===== config.mk =====
export PLATFORM = sky130hd
export DESIGN_NAME = axi_rd_arbiter
export DESIGN_NICKNAME = d
export VERILOG_FILES = /design/src/rtl/axi_rd_arbiter.sv
export SDC_FILE = /design/constraint.sdc
export NUM_CORES = 1
export LEC_CHECK = 0
export ABC_AREA = 1
export BUFFER_PORTS_ARGS = -buffer_cell sky130_fd_sc_hd__buf_2
export CAP_MARGIN = 15
export CORE_AREA = 2 2 184 186
export CTS_BUF_LIST = sky130_fd_sc_hd__clkbuf_16
export DETAILED_ROUTE_END_ITERATION = 8
export DIE_AREA = 0 0 186 188
export SLEW_MARGIN = 5
export SYNTH_ARGS = -nofsm -noshare
export SYNTH_HDL_FRONTEND = slang
export SYNTH_SLANG_ARGS = --single-unit
export TNS_END_PERCENT = 20

===== constraint.sdc =====
create_clock -name clock -period 1.8 [get_ports clock]
set_input_delay 0.36 -clock clock [delete_from_list [all_inputs] [get_ports clock]]
set_output_delay 0.36 -clock clock [all_outputs]
set_load 0.005 [all_outputs]

===== src/rtl/axi_rd_arbiter.sv =====
// axi_rd_arbiter
//   Shares one downstream AXI4 master port between the IFU (m0, read-only)
//   and the LSU (m1, read + write). Reads are arbitrated with at most one
//   read transaction outstanding downstream; LSU writes are wired straight
//   through to the downstream AW/W/B channels.
//
// Ports
//   clock, reset        : system clock, asynchronous active-low reset
//   m0_ar*/m0_r*        : IFU read address / read data channels
//   m1_ar*/m1_r*        : LSU read address / read data channels
//   m1_aw*/m1_w*/m1_b*  : LSU write channels (pass-through)
//   s_ar*/s_r*          : downstream read channels
//   s_aw*/s_w*/s_b*     : downstream write channels (pass-through)
//   burst_err           : sticky, s_rlast disagreed with the expected beat count
//
// Build option
//   ARB_ROUND_ROBIN_EN  : defined -> on a tie the master that did not win the
//                         previous grant wins; undefined -> LSU wins every tie.
module axi_rd_arbiter #(
  parameter int ADDR_W = 32,
  parameter int DATA_W = 32,
  parameter int ID_W   = 4
) (
  input  logic              clock,
  input  logic              reset,
  // IFU read
  input  logic              m0_arvalid,
  output logic              m0_arready,
  input  logic [ADDR_W-1:0] m0_araddr,
  input  logic [ID_W-1:0]   m0_arid,
  input  logic [7:0]        m0_arlen,
  input  logic [2:0]        m0_arsize,
  input  logic [1:0]        m0_arburst,
  output logic              m0_rvalid,
  input  logic              m0_rready,
  output logic [DATA_W-1:0] m0_rdata,
  output logic [1:0]        m0_rresp,
  output logic              m0_rlast,
  output logic [ID_W-1:0]   m0_rid,
  // LSU read
  input  logic              m1_arvalid,
  output logic              m1_arready,
  input  logic [ADDR_W-1:0] m1_araddr,
  input  logic [ID_W-1:0]   m1_arid,
  input  logic [7:0]        m1_arlen,
  input  logic [2:0]        m1_arsize,
  input  logic [1:0]        m1_arburst,
  output logic              m1_rvalid,
  input  logic              m1_rready,
  output logic [DATA_W-1:0] m1_rdata,
  output logic [1:0]        m1_rresp,
  output logic              m1_rlast,
  output logic [ID_W-1:0]   m1_rid,
  // LSU write
  input  logic              m1_awvalid,
  output logic              m1_awready,
  input  logic [ADDR_W-1:0] m1_awaddr,
  input  logic [ID_W-1:0]   m1_awid,
  input  logic [7:0]        m1_awlen,
  input  logic [2:0]        m1_awsize,
  input  logic [1:0]        m1_awburst,
  input  logic              m1_wvalid,
  output logic              m1_wready,
  input  logic [DATA_W-1:0] m1_wdata,
  input  logic [DATA_W/8-1:0] m1_wstrb,
  input  logic              m1_wlast,
  output logic              m1_bvalid,
  input  logic              m1_bready,
  output logic [1:0]        m1_bresp,
  output logic [ID_W-1:0]   m1_bid,
  // downstream read
  output logic              s_arvalid,
  input  logic              s_arready,
  output logic [ADDR_W-1:0] s_araddr,
  output logic [ID_W-1:0]   s_arid,
  output logic [7:0]        s_arlen,
  output logic [2:0]        s_arsize,
  output logic [1:0]        s_arburst,
  input  logic              s_rvalid,
  output logic              s_rready,
  input  logic [DATA_W-1:0] s_rdata,
  input  logic [1:0]        s_rresp,
  input  logic              s_rlast,
  input  logic [ID_W-1:0]   s_rid,
  // downstream write
  output logic              s_awvalid,
  input  logic              s_awready,
  output logic [ADDR_W-1:0] s_awaddr,
  output logic [ID_W-1:0]   s_awid,
  output logic [7:0]        s_awlen,
  output logic [2:0]        s_awsize,
  output logic [1:0]        s_awburst,
  output logic              s_wvalid,
  input  logic              s_wready,
  output logic [DATA_W-1:0] s_wdata,
  output logic [DATA_W/8-1:0] s_wstrb,
  output logic              s_wlast,
  input  logic              s_bvalid,
  output logic              s_bready,
  input  logic [1:0]        s_bresp,
  input  logic [ID_W-1:0]   s_bid,
  // status
  output logic              burst_err
);

  typedef enum logic [2:0] {IDLE, AR0, R0, AR1, R1} state_t;

  state_t     state_reg;
  logic [7:0] beat_cnt_reg;
  logic       last_grant_reg;   // 0 = m0, 1 = m1
  logic       burst_err_reg;

  logic sel_m1;
  logic cur_arvalid;
  logic r_hs;
  logic tie_pick_m1;
  logic grant_m1;

  // Payload muxes are steered by the owning master; only the valids and
  // readies are gated by state, so reset drops them immediately.
  assign sel_m1      = (state_reg == AR1) || (state_reg == R1);
  assign cur_arvalid = sel_m1 ? m1_arvalid : m0_arvalid;

  assign s_araddr  = sel_m1 ? m1_araddr  : m0_araddr;
  assign s_arid    = sel_m1 ? m1_arid    : m0_arid;
  assign s_arlen   = sel_m1 ? m1_arlen   : m0_arlen;
  assign s_arsize  = sel_m1 ? m1_arsize  : m0_arsize;
  assign s_arburst = sel_m1 ? m1_arburst : m0_arburst;

  assign s_arvalid  = ((state_reg == AR0) && m0_arvalid) || ((state_reg == AR1) && m1_arvalid);
  assign m0_arready = (state_reg == AR0) && s_arready;
  assign m1_arready = (state_reg == AR1) && s_arready;

  assign m0_rvalid = (state_reg == R0) && s_rvalid;
  assign m1_rvalid = (state_reg == R1) && s_rvalid;
  assign s_rready  = ((state_reg == R0) && m0_rready) || ((state_reg == R1) && m1_rready);
  assign r_hs      = s_rvalid && s_rready;

  assign m0_rdata = s_rdata;
  assign m0_rresp = s_rresp;
  assign m0_rlast = s_rlast;
  assign m0_rid   = s_rid;
  assign m1_rdata = s_rdata;
  assign m1_rresp = s_rresp;
  assign m1_rlast = s_rlast;
  assign m1_rid   = s_rid;

  // Write path: plain wires, no arbitration.
  assign s_awvalid  = m1_awvalid;
  assign m1_awready = s_awready;
  assign s_awaddr   = m1_awaddr;
  assign s_awid     = m1_awid;
  assign s_awlen    = m1_awlen;
  assign s_awsize   = m1_awsize;
  assign s_awburst  = m1_awburst;
  assign s_wvalid   = m1_wvalid;
  assign m1_wready  = s_wready;
  assign s_wdata    = m1_wdata;
  assign s_wstrb    = m1_wstrb;
  assign s_wlast    = m1_wlast;
  assign m1_bvalid  = s_bvalid;
  assign s_bready   = m1_bready;
  assign m1_bresp   = s_bresp;
  assign m1_bid     = s_bid;

`ifdef ARB_ROUND_ROBIN_EN
  assign tie_pick_m1 = ~last_grant_reg;
`else
  // Fixed priority: LSU always wins. last_grant is still tracked so both
  // builds carry the same state; OR-ing it in keeps it referenced.
  assign tie_pick_m1 = 1'b1 | last_grant_reg;
`endif

  assign grant_m1  = m1_arvalid && (!m0_arvalid || tie_pick_m1);
  assign burst_err = burst_err_reg;

  always_ff @(posedge clock or negedge reset) begin
    if (!reset) begin
      state_reg      <= IDLE;
      beat_cnt_reg   <= 8'd0;
      last_grant_reg <= 1'b0;
      burst_err_reg  <= 1'b0;
    end else begin
      case (state_reg)
        IDLE: begin
          if (m0_arvalid || m1_arvalid) begin
            last_grant_reg <= grant_m1;
            state_reg      <= grant_m1 ? AR1 : AR0;
          end
        end
        AR0, AR1: begin
          // A master withdrawing arvalid abandons the request; nothing issued.
          if (!cur_arvalid) begin
            state_reg <= IDLE;
          end else if (s_arready) begin
            beat_cnt_reg <= s_arlen;
            state_reg    <= sel_m1 ? R1 : R0;
          end
        end
        R0, R1: begin
          if (r_hs) begin
            if (s_rlast) begin
              if (beat_cnt_reg != 8'd0) burst_err_reg <= 1'b1;
              state_reg <= IDLE;
            end else if (beat_cnt_reg == 8'd0) begin
              // Expected last beat arrived without rlast: flag and give up.
              burst_err_reg <= 1'b1;
              state_reg     <= IDLE;
            end else begin
              beat_cnt_reg <= beat_cnt_reg - 8'd1;
            end
          end
        end
        default: state_reg <= IDLE;
      endcase
    end
  end

endmodule

==> flow_summary_export.csv, run 1 <==
group,metric,value,unit
floorplan,ios,475,
yosys,synth_largest_area_cell,"buf_4",
drt,initialDrtViolationCount,111,
critical_path,cpPeakStageDelay,0.45,ns
cts,clk_path_buf_depth,2,
yosys,synth.area.top_cells,"buf_4 44%, nand2_1 22%, dfrtp_1 10%",
cells_and_area,syn2layout_area_growth,29.9,%
yosys,syn_avg_cell_area,6.10,um^2
grt,antenna_found_initial,1,
cells_and_area,drive_above_1_share,0.555,
placement,gp_congestion,0.755,
grt,grt_max_degree,22,
yosys,synthTopCellsByCount,"179 x nand2_1, 177 x buf_4, 29 x inv_1, 14 x o21ai_0, 14 x o21ai_1",
sta,setup_violations,58,
critical_path,worstReg2RegStart,"state_reg[1]",
cells_and_area,final_util,0.117,
cells_and_area,final_cells,961,
cells_and_area,largest_reg_flops,8,
drt,vias,3000,
cts,cts-root-buf,"clkbuf_16",
yosys,ys.flop_type,"dfrtp_1",
floorplan,die-area,35000,um^2
sta,drv_slew,0,
critical_path,crit_path_top_delay_cell,"dfrtp_2",
yosys,yosys_warnings,0,
yosys,synth_cell_types,30,
sta,fin_worst_hold_slack,0.0198,ns
placement,pre_cts_slack,-0.00271,ns
drt,drtPass1Iterations,4,
placement,hpwlAfterDp,9320,um
yosys,yosys.area.top_type_share,0.445,
cells_and_area,nets,759,
sta,finClkSkew,0.00198,ns
yosys,synth_seq_cells,12,
sta,rsz0062_at_grt,"true",
pwr,power_leakage,2.05,nW
job,cap_violations,0,
cts,clkSlewWorstSetupHoldPaths,0.05,ns
grt,grt_pass1_vias,2860,
cells_and_area,seqCellArea,303,um^2
critical_path,critPathLaunchType,"register",
cts,clock_sinks,12,
sta,setup_slack,-0.219,ns
critical_path,crit_top_cell,"nand2_1",
yosys,ys_async_sr_fraction,1.00,
sta,fin_setup_tns,-7.72,ns
run_status,violations,"setup timing",
cts,htreeDepth,1,
yosys,syn_area,2990,um^2
pwr,vdd_drop_max,485,uV
floorplan,die_x,186,um
critical_path,path_class,"register to primary output",
cts,clock_latency,0.24,ns
floorplan,core,33100,um^2
sta,post-route-period-util,1.12,
run_status,status,"finished, violations left",
floorplan,start_util,0.0902,
yosys,ys_seq_area_frac,0.101,
drt,drc_errors,0,
yosys,synth_cells,490,
grt,grtUsageTotal,0.0691,
critical_path,cp.required,1.44,ns
sta,finalCriticalPeriod,2.02,ns
critical_path,startpoint,"state_reg[1]",
yosys,syn_nets,736,
yosys,synth_edf_count,0,
critical_path,crit_fanout,5,
sta,hold_violations,0,
critical_path,worst_ep_arrival_time,1.66,ns
cts,cts-buffers-inserted,3,
cells_and_area,multiInputGateArea,1420,um^2
grt,grt.overflow.total,0,
sta,fmaxAchievable,495,MHz
pwr,power_density,1460,nW/um^2
drt,wl_per_cell,14.2,um
cts,cts_tree,"yes",
placement,io_buffers,164,
drt,ant_nets,0,
drt,drt-total-wl,13600,um
cts,cts_hold_buf,0,
cells_and_area,fillers,3898,
grt,grt_pass1_wl,17500,um
drt,vias_per_cell,3.12,
critical_path,end_kind,"primary output",
critical_path,crit_chain,"buf_4 -> o21ai_4 -> nand2_4 -> buf_12 -> clkbuf_16 -> nand2_1 -> nand2_1 -> buf_2",
sta,relSlewSlack,0.760,
sta,worstMarginPinSlew,0.360,ns
placement,dp_cells,926,
floorplan,die_y,188,um
hold_path,hold_path_class,"input port to async pin",
yosys,synth.most_common_cell,"nand2_1",
floorplan,num_rows,67,
## routing by layer
metal | part of all wire | vias up | track usage
met5 | 0.0030 | - | 0.0100
met4 | 0.053 | 2 | 0.0406
met3 | 0.11 | 88 | 0.0219
met2 | 0.43 | 240 | 0.104
met1 | 0.39 | 1305 | 0.0851
li1 | - | 1365 | -
## layout make-up
cell class                 count  area share
antenna                        1    0.000645
sequential                    12      0.0780
multi-input combinational    259       0.365
timing repair buffer         206       0.361
clock inverter                 1    0.000967
inverter                      31      0.0306
tap                          448       0.144
clock buffer                   3      0.0193
## worst max-delay path: cells and delay by family, from the launching register on
family / cells / cell delay, ns
AOI/OAI and AO/OA: 1 / 0.14
buffers and inverters: 4 / 0.60
DFF: 1 / 0.45
and+or+nand+nor: 3 / 0.21
## logic make-up (layout without fill, tap and decap cells)
family / after synthesis / in the layout / share of synthesized area
adders and majority gates: 3 / 3 / 0.0126
xor gates and xnor gates: 1 / 1 / 0.00293
and+or+nand+nor: 220 / 220 / 0.311
DFF: 12 / 12 / 0.101
buffers and inverters: 219 / 241 / 0.505
AOI/OAI and AO/OA: 35 / 35 / 0.0674
other: 0 / 1 / 0
## path summary, 6_finish.rpt
kind	endpoint	slack, ns	depth (start not counted)
setup reg to reg	beat_cnt_reg[6]	-0.03	11
min in group clock	burst_err	0.40	2
setup / recovery	s_araddr[12]	-0.22	8
hold / removal	beat_cnt_reg[0]	0.02	1
hold reg to reg	burst_err	0.47	1
max in group asynchronous	state_reg[0]	1.49	1
## per-stage QoR
step / total power [mW] / area (um^2)
2_1_floorplan: 2.72 / 2990
3_3_place_gp: 3.70 / 3110
3_5_place_dp: 3.74 / 3110
4_1_cts: 5.24 / 3620
5_1_grt: 6.16 / 3880
6_report: 5.67 / 3880
## cell usage in the layout (no fill, tap or decap), types with 2 or more instances in the layout
| cell type | count |
|---|---|
| dfrtp_2 | 2 |
| nand3_1 | 10 |
| o21ai_2 | 4 |
| clkbuf_16 | 7 |
| o21ai_1 | 10 |
| buf_6 | 10 |
| nor2_2 | 2 |
| ha_1 | 3 |
| dfrtp_1 | 10 |
| nand2_1 | 134 |
| nand3_2 | 4 |
| nand2_8 | 2 |
| nand2_4 | 12 |
| buf_16 | 5 |
| buf_2 | 161 |
| nor2_1 | 12 |
| inv_1 | 29 |
| buf_4 | 22 |
| o21ai_4 | 2 |
| nand2_2 | 39 |
| o21ai_0 | 13 |
| buf_12 | 4 |
## power breakdown
part	switching, mW	leakage (nW)	total (mW)	internal [mW]
sequential	0.126	0.147	0.531	0.405
combinational	2.61	1.87	4.71	2.10
clock	0.135	0.0385	0.429	0.295
## what timing repair did
action | in CTS | in global routing
gates cloned | 5 | 4
endpoints found under the hold margin | 0 | 0
gates resized for setup | 40 | 48
pin swaps | 8 | 20
setup endpoints to repair | 49 | 62
setup buffers | 18 | 4
Power figures use the tool's default switching activity.
==> run 2, diff against run 1 <==
- PLACE_DENSITY: unset -> 0.33
- SETUP_SLACK_MARGIN: unset -> 0.1
- TNS_END_PERCENT: 20 -> 30
==> run 2 against run 1 <==
The run still ends with setup timing left. Combinational power shrank 10%. Power shrank 7.9%. Clock skew increased by 0.0015 ns. Highest routed layer is now met4.
==> flow_summary_export.csv, run 2 (same netlist as run 1, synthesis figures left out) <==
group,metric,value,unit
run_status,status,"finished, violations left",
run_status,violations,"setup timing",
cts,clk_path_buf_depth,2,
cts,clock_sinks,12,
grt,grtUsageTotal,0.0740,
sta,hold_violations,0,
cts,clock_latency,0.25,ns
cells_and_area,drive_above_1_share,0.548,
pwr,power_switching,2.67,mW
cells_and_area,n_antenna_cell,0,
drt,vias_per_cell,2.99,
cts,cts-root-buf,"clkbuf_16",
drt,vias,2844,
grt,grt_pass1_wl,18400,um
cells_and_area,syn2layout_area_growth,24.3,%
sta,post-route-period-util,1.09,
floorplan,core,33100,um^2
cells_and_area,final_area,3710,um^2
cells_and_area,largest_reg_flops,8,
floorplan,num_rows,67,
sta,fmaxAchievable,511,MHz
placement,gp_congestion,0.722,
pwr,p_comb_frac,0.811,
sta,fin_worst_hold_slack,0.0232,ns
placement,place_area,3220,um^2
grt,grt.overflow.total,0,
pwr,power_leakage,1.94,nW
cells_and_area,nets,749,
critical_path,path_class,"register to primary output",
pwr,vdd_drop_max,405,uV
drt,ant_nets,0,
grt,antenna_found_initial,0,
floorplan,ios,475,
floorplan,die_x,186,um
pwr,power_frac_seq,0.103,
cts,htreeDepth,1,
job,cap_violations,0,
grt,grt_max_degree,38,
drt,wl_per_cell,14.4,um
sta,rsz0062_at_grt,"true",
critical_path,end_kind,"primary output",
critical_path,cp.required,1.44,ns
critical_path,worst_ep_arrival_time,1.60,ns
sta,setup_violations,50,
sta,finalCriticalPeriod,1.96,ns
placement,hpwlAfterDp,11500,um
drt,drt-total-wl,13700,um
sta,finClkSkew,0.00350,ns
cells_and_area,final_cell_mix,"159 x buf_2, 137 x nand2_1, 34 x nand2_2, 29 x inv_1, 22 x buf_4",
cells_and_area,final_util,0.112,
pwr,swShare,0.511,
sta,relSlewSlack,0.742,
sta,setup_slack,-0.156,ns
sta,worstMarginPinSlew,0.386,ns
critical_path,crit_fanout,17,
grt,grt_pass1_vias,2669,
pwr,power.total,5.22,mW
critical_path,rrSetupSlack,0.12,ns
cells_and_area,layout.cells.most_common,"buf_2",
cts,cts_hold_buf,0,
floorplan,start_util,0.0902,
pwr,internal_power,2.55,mW
hold_path,hold_path_class,"input port to async pin",
drt,initialDrtViolationCount,111,
drt,drtPass1Iterations,4,
pwr,power_density,1410,nW/um^2
sta,drv_slew,0,
placement,pre_cts_slack,-0.0136,ns
drt,drc_errors,0,
cts,cts_tree,"yes",
critical_path,critPathLaunchType,"register",
floorplan,die-area,35000,um^2
placement,io_buffers,164,
floorplan,die_y,188,um
cts,clkSlewWorstSetupHoldPaths,0.05,ns
cts,cts-buffers-inserted,3,
pwr,pwr-share-clk,0.086,
-- run 2: area by class of cell --
| class | count | area, um^2 |
|---|---|---|
| clock inverters | 1 | 3.75 |
| repair buffers | 196 | 1210 |
| flip-flops and latches | 12 | 305 |
| multi-input cells | 259 | 1440 |
| well taps | 448 | 561 |
| inverters | 31 | 116 |
| fillers | 3934 | 29400 |
| clock buffers | 3 | 75.1 |
-- run 2: path summary, 6_finish.rpt --
kind,end,from,cells past startpoint
worst max-delay path,s_araddr[4],state_reg[0],7
worst min-delay path,beat_cnt_reg[0],reset,1
worst max register to register,beat_cnt_reg[6],state_reg[0],11
worst min register to register,burst_err,burst_err,1
max in group asynchronous,state_reg[1],reset,1
min in group clock,burst_err,s_rvalid,2
-- run 2: power groups by stage --
stage          Combinational [mW]  Sequential, mW  Clock (mW)
5_1_grt                      4.72           0.558       0.472
6_report                     4.23           0.538       0.451
3_5_place_dp                 3.53           0.517           0
2_1_floorplan                2.22           0.495           0
4_1_cts                      4.03           0.528       0.462
3_3_place_gp                 3.54           0.519           0
-- run 2: through the flow --
step	TNS, ns	std cells
2_1_floorplan	0	490
3_3_place_gp	-0.00495	939
3_5_place_dp	-0.0136	939
4_1_cts	-7.61	947
5_1_grt	-10.26	950
6_report	-6.48	950
-- run 2: metal layers --
layer  wire [um]  GRT usage  vias to the layer above
met1        5090     0.0814                     1231
li1            -          -                     1344
met3        1980     0.0462                       54
met2        6120      0.113                      215
met5           0          0                        -
met4         484     0.0315                        0
-- run 2: timing repair --
action | CTS | global route
gates resized for setup | 44 | 43
setup buffers | 1 | 3
cloned | 3 | 0
endpoints found under the setup margin | 62 | 64
pin swaps | 6 | 3
-- run 2: critical path: stages, from the launching register on --
cell	delay (ns)
dfrtp_2	0.44
buf_6	0.14
o21ai_4	0.20
nand2_8	0.14
buf_16	0.19
nand2_1	0.07
nand2_1	0.04
buf_2	0.11
